**config.mk**
```make
export PLATFORM = sky130hd
export DESIGN_NAME = mem_access_flat
export DESIGN_NICKNAME = d
export VERILOG_FILES = /design/src/rtl/mem_access_if.sv /design/src/rtl/mem_access.sv /design/src/flat_wrapper.sv
export SDC_FILE = /design/constraint.sdc
export NUM_CORES = 1
export LEC_CHECK = 0
export BUFFER_PORTS_ARGS = -buffer_cell sky130_fd_sc_hd__buf_4
export CORE_AREA = 2 2 164 166
export CTS_BUF_LIST = sky130_fd_sc_hd__clkbuf_4 sky130_fd_sc_hd__clkbuf_8 sky130_fd_sc_hd__clkbuf_16
export CTS_CLUSTER_DIAMETER = 200
export DETAILED_ROUTE_END_ITERATION = 6
export DIE_AREA = 0 0 166 168
export PLACE_DENSITY = 0.47
export SKIP_LAST_GASP = 1
export SLEW_MARGIN = 15
export SYNTH_ARGS = -nofsm -noshare
export SYNTH_HDL_FRONTEND = slang
export SYNTH_SLANG_ARGS = --single-unit
```
**constraint.sdc**
```tcl
create_clock -name clk -period 2.8 [get_ports clk]
set_clock_uncertainty 0.15 [all_clocks]
set_input_delay 0.28 -clock clk [delete_from_list [all_inputs] [get_ports clk]]
set_output_delay 0.28 -clock clk [all_outputs]
set_load 0.05 [all_outputs]
```
**src/rtl/mem_access_if.sv**
```systemverilog
// Data-bus bundle between the MEM stage (master) and the data memory/bridge (slave).
// One request/acknowledge transaction at a time; ack and rdata are valid in the same cycle.
interface mem_access_if;
    logic        bus_req;
    logic        bus_wr;
    logic [31:0] bus_addr;
    logic [3:0]  bus_strb;
    logic [31:0] bus_wdata;
    logic        bus_ack;
    logic [31:0] bus_rdata;

    modport master (
        output bus_req, bus_wr, bus_addr, bus_strb, bus_wdata,
        input  bus_ack, bus_rdata
    );

    modport slave (
        input  bus_req, bus_wr, bus_addr, bus_strb, bus_wdata,
        output bus_ack, bus_rdata
    );
endinterface

```
**src/rtl/mem_access.sv**
```systemverilog
// MIPS memory-access stage: runs one bus transaction per load/store, stalls the pipe
// until acknowledge, aligns load data, builds store strobes and flags address errors.
module mem_access (
    input  logic                clk,
    input  logic                rst,
    input  logic                flush,
    input  logic                mem_wreg,
    input  logic [4:0]          mem_wraddr,
    input  logic [31:0]         mem_wrdata,
    input  logic [7:0]          mem_aluop,
    input  logic [31:0]         mem_ramaddr,
    input  logic [31:0]         mem_opr2,
    input  logic [31:0]         mem_excp,
    input  logic [31:0]         mem_pc,
    input  logic                mem_inslot,
    mem_access_if.master        bus,
    output logic                mem_stall,
    output logic                wb_wreg,
    output logic [4:0]          wb_wraddr,
    output logic [31:0]         wb_wrdata,
    output logic [31:0]         wb_excp,
    output logic [31:0]         wb_badvaddr,
    output logic [31:0]         wb_pc,
    output logic                wb_inslot
);

    localparam logic [7:0] ALU_LB  = 8'h10;
    localparam logic [7:0] ALU_LBU = 8'h11;
    localparam logic [7:0] ALU_LH  = 8'h12;
    localparam logic [7:0] ALU_LHU = 8'h13;
    localparam logic [7:0] ALU_LW  = 8'h14;
    localparam logic [7:0] ALU_SB  = 8'h18;
    localparam logic [7:0] ALU_SH  = 8'h19;
    localparam logic [7:0] ALU_SW  = 8'h1A;

    typedef enum logic [1:0] {
        S_IDLE  = 2'd0,
        S_WAIT  = 2'd1,
        S_DONE  = 2'd2,
        S_DRAIN = 2'd3
    } state_t;

    state_t      r_state;
    logic        r_req;
    logic [31:0] r_rdata;

    logic        w_is_load;
    logic        w_is_store;
    logic        w_is_half;
    logic        w_is_word;
    logic        w_misalign;
    logic        w_adel;
    logic        w_ades;
    logic        w_go;
    logic [31:0] w_load_data;
    logic [31:0] w_excp;

    function automatic logic [31:0] align_load(input logic [7:0]  op,
                                               input logic [1:0]  lo,
                                               input logic [31:0] rd);
        logic [7:0]  b;
        logic [15:0] h;
        b = rd[{lo, 3'b000} +: 8];
        h = lo[1] ? rd[31:16] : rd[15:0];
        case (op)
            ALU_LB:  align_load = {{24{b[7]}}, b};
            ALU_LBU: align_load = {24'h0, b};
            ALU_LH:  align_load = {{16{h[15]}}, h};
            ALU_LHU: align_load = {16'h0, h};
            default: align_load = rd;
        endcase
    endfunction

    assign w_is_load  = (mem_aluop == ALU_LB) || (mem_aluop == ALU_LBU) || (mem_aluop == ALU_LH) ||
                        (mem_aluop == ALU_LHU) || (mem_aluop == ALU_LW);
    assign w_is_store = (mem_aluop == ALU_SB) || (mem_aluop == ALU_SH) || (mem_aluop == ALU_SW);
    assign w_is_half  = (mem_aluop == ALU_LH) || (mem_aluop == ALU_LHU) || (mem_aluop == ALU_SH);
    assign w_is_word  = (mem_aluop == ALU_LW) || (mem_aluop == ALU_SW);
    assign w_misalign = (w_is_half && mem_ramaddr[0]) || (w_is_word && (mem_ramaddr[1:0] != 2'b00));
    assign w_adel     = w_is_load && w_misalign;
    assign w_ades     = w_is_store && w_misalign;
    assign w_go       = (w_is_load || w_is_store) && (mem_excp == 32'h0) && !w_misalign && !flush;
    assign w_load_data = align_load(mem_aluop, mem_ramaddr[1:0], bus.bus_rdata);
    assign w_excp     = mem_excp | {22'h0, w_ades, w_adel, 8'h0};

    // bus_req is registered so an asynchronous reset drops it immediately
    always_ff @(posedge clk or negedge rst) begin
        if (!rst) begin
            r_state <= S_IDLE;
            r_req   <= 1'b0;
            r_rdata <= 32'h0;
        end else begin
            case (r_state)
                S_IDLE: begin
                    if (w_go) begin
                        r_state <= S_WAIT;
                        r_req   <= 1'b1;
                    end
                end
                S_WAIT: begin
                    if (bus.bus_ack) begin
                        r_req <= 1'b0;
                        if (flush) begin
                            r_state <= S_IDLE;
                        end else begin
                            r_state <= S_DONE;
                            r_rdata <= w_load_data;
                        end
                    end else if (flush) begin
                        r_state <= S_DRAIN;
                    end
                end
                S_DONE: begin
                    r_state <= S_IDLE;
                end
                S_DRAIN: begin
                    if (bus.bus_ack) begin
                        r_state <= S_IDLE;
                        r_req   <= 1'b0;
                    end
                end
                default: begin
                    r_state <= S_IDLE;
                    r_req   <= 1'b0;
                end
            endcase
        end
    end

    assign bus.bus_req = r_req;

    // Everything else is combinational from EX/MEM, held at zero while reset is asserted
    always_comb begin
        bus.bus_wr    = 1'b0;
        bus.bus_addr  = 32'h0;
        bus.bus_strb  = 4'h0;
        bus.bus_wdata = 32'h0;
        mem_stall     = 1'b0;
        wb_wreg       = 1'b0;
        wb_wraddr     = 5'h0;
        wb_wrdata     = 32'h0;
        wb_excp       = 32'h0;
        wb_badvaddr   = 32'h0;
        wb_pc         = 32'h0;
        wb_inslot     = 1'b0;
        if (rst) begin
            bus.bus_wr   = w_is_store;
            bus.bus_addr = {mem_ramaddr[31:2], 2'b00};
            case (mem_aluop)
                ALU_SB: begin
                    bus.bus_strb  = 4'b0001 << mem_ramaddr[1:0];
                    bus.bus_wdata = {4{mem_opr2[7:0]}};
                end
                ALU_SH: begin
                    bus.bus_strb  = 4'b0011 << {mem_ramaddr[1], 1'b0};
                    bus.bus_wdata = {2{mem_opr2[15:0]}};
                end
                ALU_SW: begin
                    bus.bus_strb  = 4'b1111;
                    bus.bus_wdata = mem_opr2;
                end
                default: begin
                    bus.bus_strb  = 4'h0;
                    bus.bus_wdata = mem_opr2;
                end
            endcase
            mem_stall   = ((r_state == S_IDLE) && w_go) || r_req;
            wb_wraddr   = mem_wraddr;
            wb_wrdata   = (w_is_load && (r_state == S_DONE)) ? r_rdata : mem_wrdata;
            wb_excp     = w_excp;
            wb_badvaddr = (w_excp[8] || w_excp[9]) ? mem_ramaddr : 32'h0;
            wb_wreg     = mem_wreg && !w_is_store && !(w_is_load && (r_state != S_DONE)) &&
                          (w_excp == 32'h0);
            wb_pc       = mem_pc;
            wb_inslot   = mem_inslot;
        end
    end

endmodule

```
**src/flat_wrapper.sv**
```systemverilog
// flat-port wrapper written by rule: the top's interface ports become plain ports
module mem_access_flat 
  (clk, rst, flush, mem_wreg, mem_wraddr, mem_wrdata, mem_aluop, mem_ramaddr, mem_opr2, mem_excp, mem_pc, mem_inslot, mem_stall, wb_wreg, wb_wraddr, wb_wrdata, wb_excp, wb_badvaddr, wb_pc, wb_inslot, bus_bus_req, bus_bus_wr, bus_bus_addr, bus_bus_strb, bus_bus_wdata, bus_bus_ack, bus_bus_rdata);
  mem_access_if bus_i ();
  input  logic clk;
  input  logic rst;
  input  logic flush;
  input  logic mem_wreg;
  input  logic [4:0] mem_wraddr;
  input  logic [31:0] mem_wrdata;
  input  logic [7:0] mem_aluop;
  input  logic [31:0] mem_ramaddr;
  input  logic [31:0] mem_opr2;
  input  logic [31:0] mem_excp;
  input  logic [31:0] mem_pc;
  input  logic mem_inslot;
  output logic mem_stall;
  output logic wb_wreg;
  output logic [4:0] wb_wraddr;
  output logic [31:0] wb_wrdata;
  output logic [31:0] wb_excp;
  output logic [31:0] wb_badvaddr;
  output logic [31:0] wb_pc;
  output logic wb_inslot;
  output wire logic [$bits(bus_i.bus_req)-1:0] bus_bus_req;
  output wire logic [$bits(bus_i.bus_wr)-1:0] bus_bus_wr;
  output wire logic [$bits(bus_i.bus_addr)-1:0] bus_bus_addr;
  output wire logic [$bits(bus_i.bus_strb)-1:0] bus_bus_strb;
  output wire logic [$bits(bus_i.bus_wdata)-1:0] bus_bus_wdata;
  input wire logic [$bits(bus_i.bus_ack)-1:0] bus_bus_ack;
  input wire logic [$bits(bus_i.bus_rdata)-1:0] bus_bus_rdata;
  assign bus_bus_req = bus_i.bus_req;
  assign bus_bus_wr = bus_i.bus_wr;
  assign bus_bus_addr = bus_i.bus_addr;
  assign bus_bus_strb = bus_i.bus_strb;
  assign bus_bus_wdata = bus_i.bus_wdata;
  assign bus_i.bus_ack = bus_bus_ack;
  assign bus_i.bus_rdata = bus_bus_rdata;
  mem_access u_core (.clk(clk), .rst(rst), .flush(flush), .mem_wreg(mem_wreg), .mem_wraddr(mem_wraddr), .mem_wrdata(mem_wrdata), .mem_aluop(mem_aluop), .mem_ramaddr(mem_ramaddr), .mem_opr2(mem_opr2), .mem_excp(mem_excp), .mem_pc(mem_pc), .mem_inslot(mem_inslot), .bus(bus_i), .mem_stall(mem_stall), .wb_wreg(wb_wreg), .wb_wraddr(wb_wraddr), .wb_wrdata(wb_wrdata), .wb_excp(wb_excp), .wb_badvaddr(wb_badvaddr), .wb_pc(wb_pc), .wb_inslot(wb_inslot));
endmodule
```
Word-level counts from Yosys, hierarchy flattened
Cells that the tools add are included.

operators by class
  bitwise logic cells = 2
  reductions and logical operators = 39
  equality and inequality tests = 16
  shifts and indexed selects = 3
  muxes and demuxes = 27

operator list
  operator                                                               number
  32-bit 2-to-1 mux                                                      8
  32-bit one-hot mux with 4 select lines                                 1
  8-bit by 5-bit equality test with 1-bit output, second input constant  8
  32-bit logical NOT                                                     2
  32-bit one-hot mux with 2 select lines                                 1
  32-bit by 10-bit OR with 32-bit output                                 1
  32-bit by 6-bit variable part select with 8-bit output                 1
  16-bit 2-to-1 mux                                                      1
  1-bit logical AND                                                      13
  1-bit logical OR                                                       13
  4-bit one-hot mux with 3 select lines                                  1
  2-bit 2-to-1 mux                                                       5
  3-bit AND reduction                                                    3
  2-bit one-hot mux with 4 select lines                                  1
  1-bit 2-to-1 mux                                                       6
  5-bit 2-to-1 mux                                                       1
  2-bit equality test, second input constant                             2
  1-bit logical NOT                                                      4
  4-bit 2-to-1 mux                                                       1
  2-bit by 1-bit != test with 1-bit output, second input constant        2
  2-bit != test, second input constant                                   2
  2-bit nonzero test                                                     2
  1-bit by 2-bit left shift with 4-bit output, first input constant      1
  2-bit by 2-bit left shift with 4-bit output, first input constant      1
  6 further kinds                                                        6

storage, ports and cells
  output and inout bits = 206
  input bits = 211
  register bits = 35
  logic and storage cells = 90

Longest topological paths before layout
  depth after elaboration = 12
  gate-level depth with buffers = 8
  mapped depth without buffers = 5

Worst setup path before layout
Ideal clock, no wire load.

  path kind = input -> output
  from = input mem_aluop[5]
  to = output wb_badvaddr[1]
  cell stages on the path = 6
  data required time = 2.370 ns
  arrival = 2.957 ns
  path slack = -0.587 ns
  buffers on the path = 2
  path through = or4b_1 > clkbuf_2 > a2111oi_0 > a311oi_1 > clkbuf_1 > nor3b_1

on the way
  longest elaborated chain between the ends = 10
  elaborated cells between the ends (all ways) = 26
  those cells by class = 8 x eq/ne; 2 x mux; 1 x bitwise; 15 x reduce/logical

RTL lines
  item                                                               line                                                  RTL
  start, declared                                                    flat_wrapper.sv:11                                    input logic [7:0] mem_aluop;
  8-bit by 5-bit equality test with 1-bit output (on tied branches)  mem_access.sv:74, mem_access.sv:77, mem_access.sv:75
  1-bit logical OR (on tied branches) (2 in a row)                   mem_access.sv:74, mem_access.sv:77
  1-bit logical OR or 1-bit logical AND (tied branches)              mem_access.sv:74, mem_access.sv:79
  1-bit logical OR (on tied branches)                                mem_access.sv:75, mem_access.sv:79
  1-bit logical AND (on tied branches)                               mem_access.sv:80, mem_access.sv:81
  32-bit by 10-bit OR with 32-bit output *                           mem_access.sv:84                                      assign w_excp = mem_excp | {22'h0, w_ades, w_adel, 8'h0};
  1-bit logical OR *                                                 mem_access.sv:171                                     wb_badvaddr = (w_excp[8] || w_excp[9]) ? mem_ramaddr : 32'h0;
  32-bit 2-to-1 mux *                                                mem_access.sv:171
  32-bit 2-to-1 mux *                                                mem_access.sv:146                                     if (rst) begin
  end, declared                                                      flat_wrapper.sv:22                                    output logic [31:0] wb_badvaddr;

Every way passes the cells marked *; elsewhere a longest branch is shown, timed or not.

Final worst setup path
  from = input mem_aluop[5]
  to = output wb_badvaddr[0]

Same word-level chain as after synthesis.

==> results.ini <==
[outcome]
status = completed

[critical_path]
cp_common_cell = buf_4
r2r_start = u_core.r_state[1]
worstSetupPathType = in -> out
end_kind = primary output
startpoint_type = primary input
critPathLaunch = mem_aluop[5]
cp_cell_sequence = buf_4, or4b_4, a2111oi_1, buf_4, a311oi_4, buf_12, and3b_1, buf_4
crit_arrival_ns = 2.20
slowest_delay_ns = 0.57
path_max_fanout = 32
r2r_slack_ns = 0.79
critical-path-slowest-cell = or4b_4
ff2ff_path_depth = 4
timing.rr.end = u_core.r_rdata[12]
required_ns = 2.37

[routing]
num_vias = 5761
routedWlPerCell_um = 18.94
drc = 0
dr.pass1.iters = 4
ant_nets = 0
postRouteWirelength_um = 25510
drt-initial-drc-count = 220
via_per_inst = 4.277

[timing]
max_clock_freq_mhz = 379.8
relSlewSlack_pct = 59.82
setup_tns_ns = 0
finalWorstSetupSlack_ns = 0.1673
worst_pin_slew_ns = 0.6015
hold_viol_final = 0
fin_crit_sh_pct = 94.02
rsz0062_at_grt = false
finalSetupViolCount = 0
drv_slew = 0
period_needed_ns = 2.633

[synthesis]
synth_area_leaders = dfrtp_1 21%, and2_1 16%, nand2_1 12%
yosysSeqAreaShare_pct = 21.07
synthArstFlopShare_pct = 100.0
syn_area_per_cell_um2 = 6.715
ys_warn_count = 0
synth_area_mm2 = 0.004156
ys_seq_elements = 35
synth_edf_count = 0
synth_ff_type = dfrtp_1
yosys.area.top_type_share_pct = 21.07
syn_inst = 619
yosysTopAreaCell = dfrtp_1
synth_cell_types = 48

[hold_path]
min-delay-start = bus_bus_ack
hp-class = in -> reg
hold_depth = 2
holdPathEnd = u_core.bus.bus_req

[cts]
root_buffer = clkbuf_16
cts_max_level = 2
cts.path.max_buffers = 2
cts_tree = yes
cts.sinks = 35
path_clk_slew_ns = 0.06
numCtsBuffers = 5
clk_latency_ns = 0.28

[floorplanning]
fp-row-count = 60
start_util_pct = 15.77
die_w_um = 166
ios = 417
core_area_mm2 = 0.02635
die_area_mm2 = 0.02789
die_h_um = 168

[final_layout]
fill_cells = 2916
fin_area_mm2 = 0.008063
layout_common_cells = 430 x buf_4, 138 x nand2_1, 106 x and2_1, 36 x nor2_1, 36 x nand3_1
drive_gt1_share_pct = 50.10
insertedDiodeCount = 0
syn2layout_area_growth_pct = 93.98
multi_input_area_mm2 = 0.003197
seqCellArea_um2 = 875.8
layout_commonest_cell = buf_4
fin_nets = 1216

[global_routing]
grt-ovfl-total = 0
grt_pass1_vias = 5617
grt_max_degree = 96
grt_pass1_wl_um = 36430
antenna_found_initial = 0
grt_util_all_layers_pct = 17.10

[flow_run]
cap_violations = 0

[power]
power.density_mw_per_mm2 = 326.9
peakVddDrop_v = 0.0002039
p_leak_nw = 4.188

[place]
port_buffers = 414
place_congestion = 0.7631
dpl_cell_area_mm2 = 0.007848
dpl_worst_slack_ns = 0.04163
hpwl_um = 21280

-- worst max-delay path, delay by kind of cell --
family | cells | cell delay, ns
compound gates | 2 | 0.41
buf+inv | 4 | 0.71
simple gates | 2 | 0.79
-- power breakdown --
group	leakage (nW)	internal [mW]	switching, mW	total (mW)
clock network	0.0900	0.510	0.233	0.743
logic	3.61	0.518	0.868	1.39
registers	0.489	0.506	0.0000000000563	0.506
total	4.19	1.53	1.10	2.64
-- layer usage --
metal | up-vias | GRT usage (%) | wire [um]
met2 | 231 | 30.47 | 12940
met3 | 13 | 5.148 | 2238
met1 | 2670 | 20.72 | 10070
met4 | 0 | 2.457 | 267
li1 | 2847 | - | -
met5 | - | 0 | 0
-- sequential cells by signal, summed over array words and instances, names as in the netlist --
| register | count |
|---|---|
| u_core.r_state | 2 |
| u_core.bus.bus_req | 1 |
| u_core.r_rdata | 32 |
-- cells by family (layout without fill, tap and decap cells) --
kind of cell	Yosys count	count (layout)	share of synthesized area (%)
buf+inv	66	452	6.592
simple gates	387	387	46.93
other cells	1	2	0.09022
mux	26	26	6.833
compound gates	103	103	18.27
flops	35	35	21.07
xor+xnor	1	1	0.2108
-- cell usage after synthesis (2+ instances only) --
master / n
and2_1: 106
o21ai_0: 11
nand3_1: 36
nor3_1: 6
a31oi_1: 7
buf_2: 2
buf_6: 2
buf_4: 2
a2bb2oi_1: 2
inv_1: 7
o21a_1: 5
clkbuf_1: 48
o211a_1: 8
nor4_1: 9
and3_1: 3
o22ai_1: 6
a221oi_1: 9
nor2_1: 36
a21oi_1: 7
a21boi_0: 40
buf_1: 4
nand3b_1: 2
dfrtp_1: 35
nor2b_1: 39
nand4_1: 3
mux2i_1: 16
and4_1: 2
mux2_2: 9
nand2_1: 138
-- through the flow --
| stage | total power [mW] | cells | util [%] | hold WS, ns |
|---|---|---|---|---|
| finish | 2.635 | 1347 | 30.60 | 0.04648 |
| global route | 2.736 | 1347 | 30.60 | 0.04542 |
| CTS | 2.657 | 1347 | 30.55 | 0.04227 |
| floorplan | 1.324 | 620 | - | -0.1656 |
| global placement | 1.908 | 1338 | 29.78 | 0.1014 |
| detailed placement | 1.909 | 1338 | 29.78 | 0.09901 |
-- cell type report --
| type | count | area share, % |
|---|---|---|
| tap | 341 | 5.292 |
| inverter | 7 | 0.3259 |
| multi-input combinational | 519 | 39.65 |
| sequential | 35 | 10.86 |
| timing repair buffer | 437 | 41.48 |
| clock inverter | 3 | 0.8380 |
| clock buffer | 5 | 1.552 |
-- worst max-delay path by stage --
stage               cells past startpoint               to  slack [ns]
floorplan                               6  wb_badvaddr[22]       -0.14
global placement                        9     wb_wrdata[1]        0.08
detailed placement                      9     wb_wrdata[4]        0.04
CTS                                     9     wb_wrdata[4]        0.04
global route                            5  bus_bus_strb[1]       0.005
finish                                  8   wb_badvaddr[0]        0.17
-- timing repair --
item | in CTS | in global routing
hold endpoints to repair | 9 | 0
endpoints found under the setup margin | 0 | 26
resized for setup | 0 | 4
hold buffers | 1 | 0
setup buffers | 0 | 0
(Power assumes the default switching activity.)
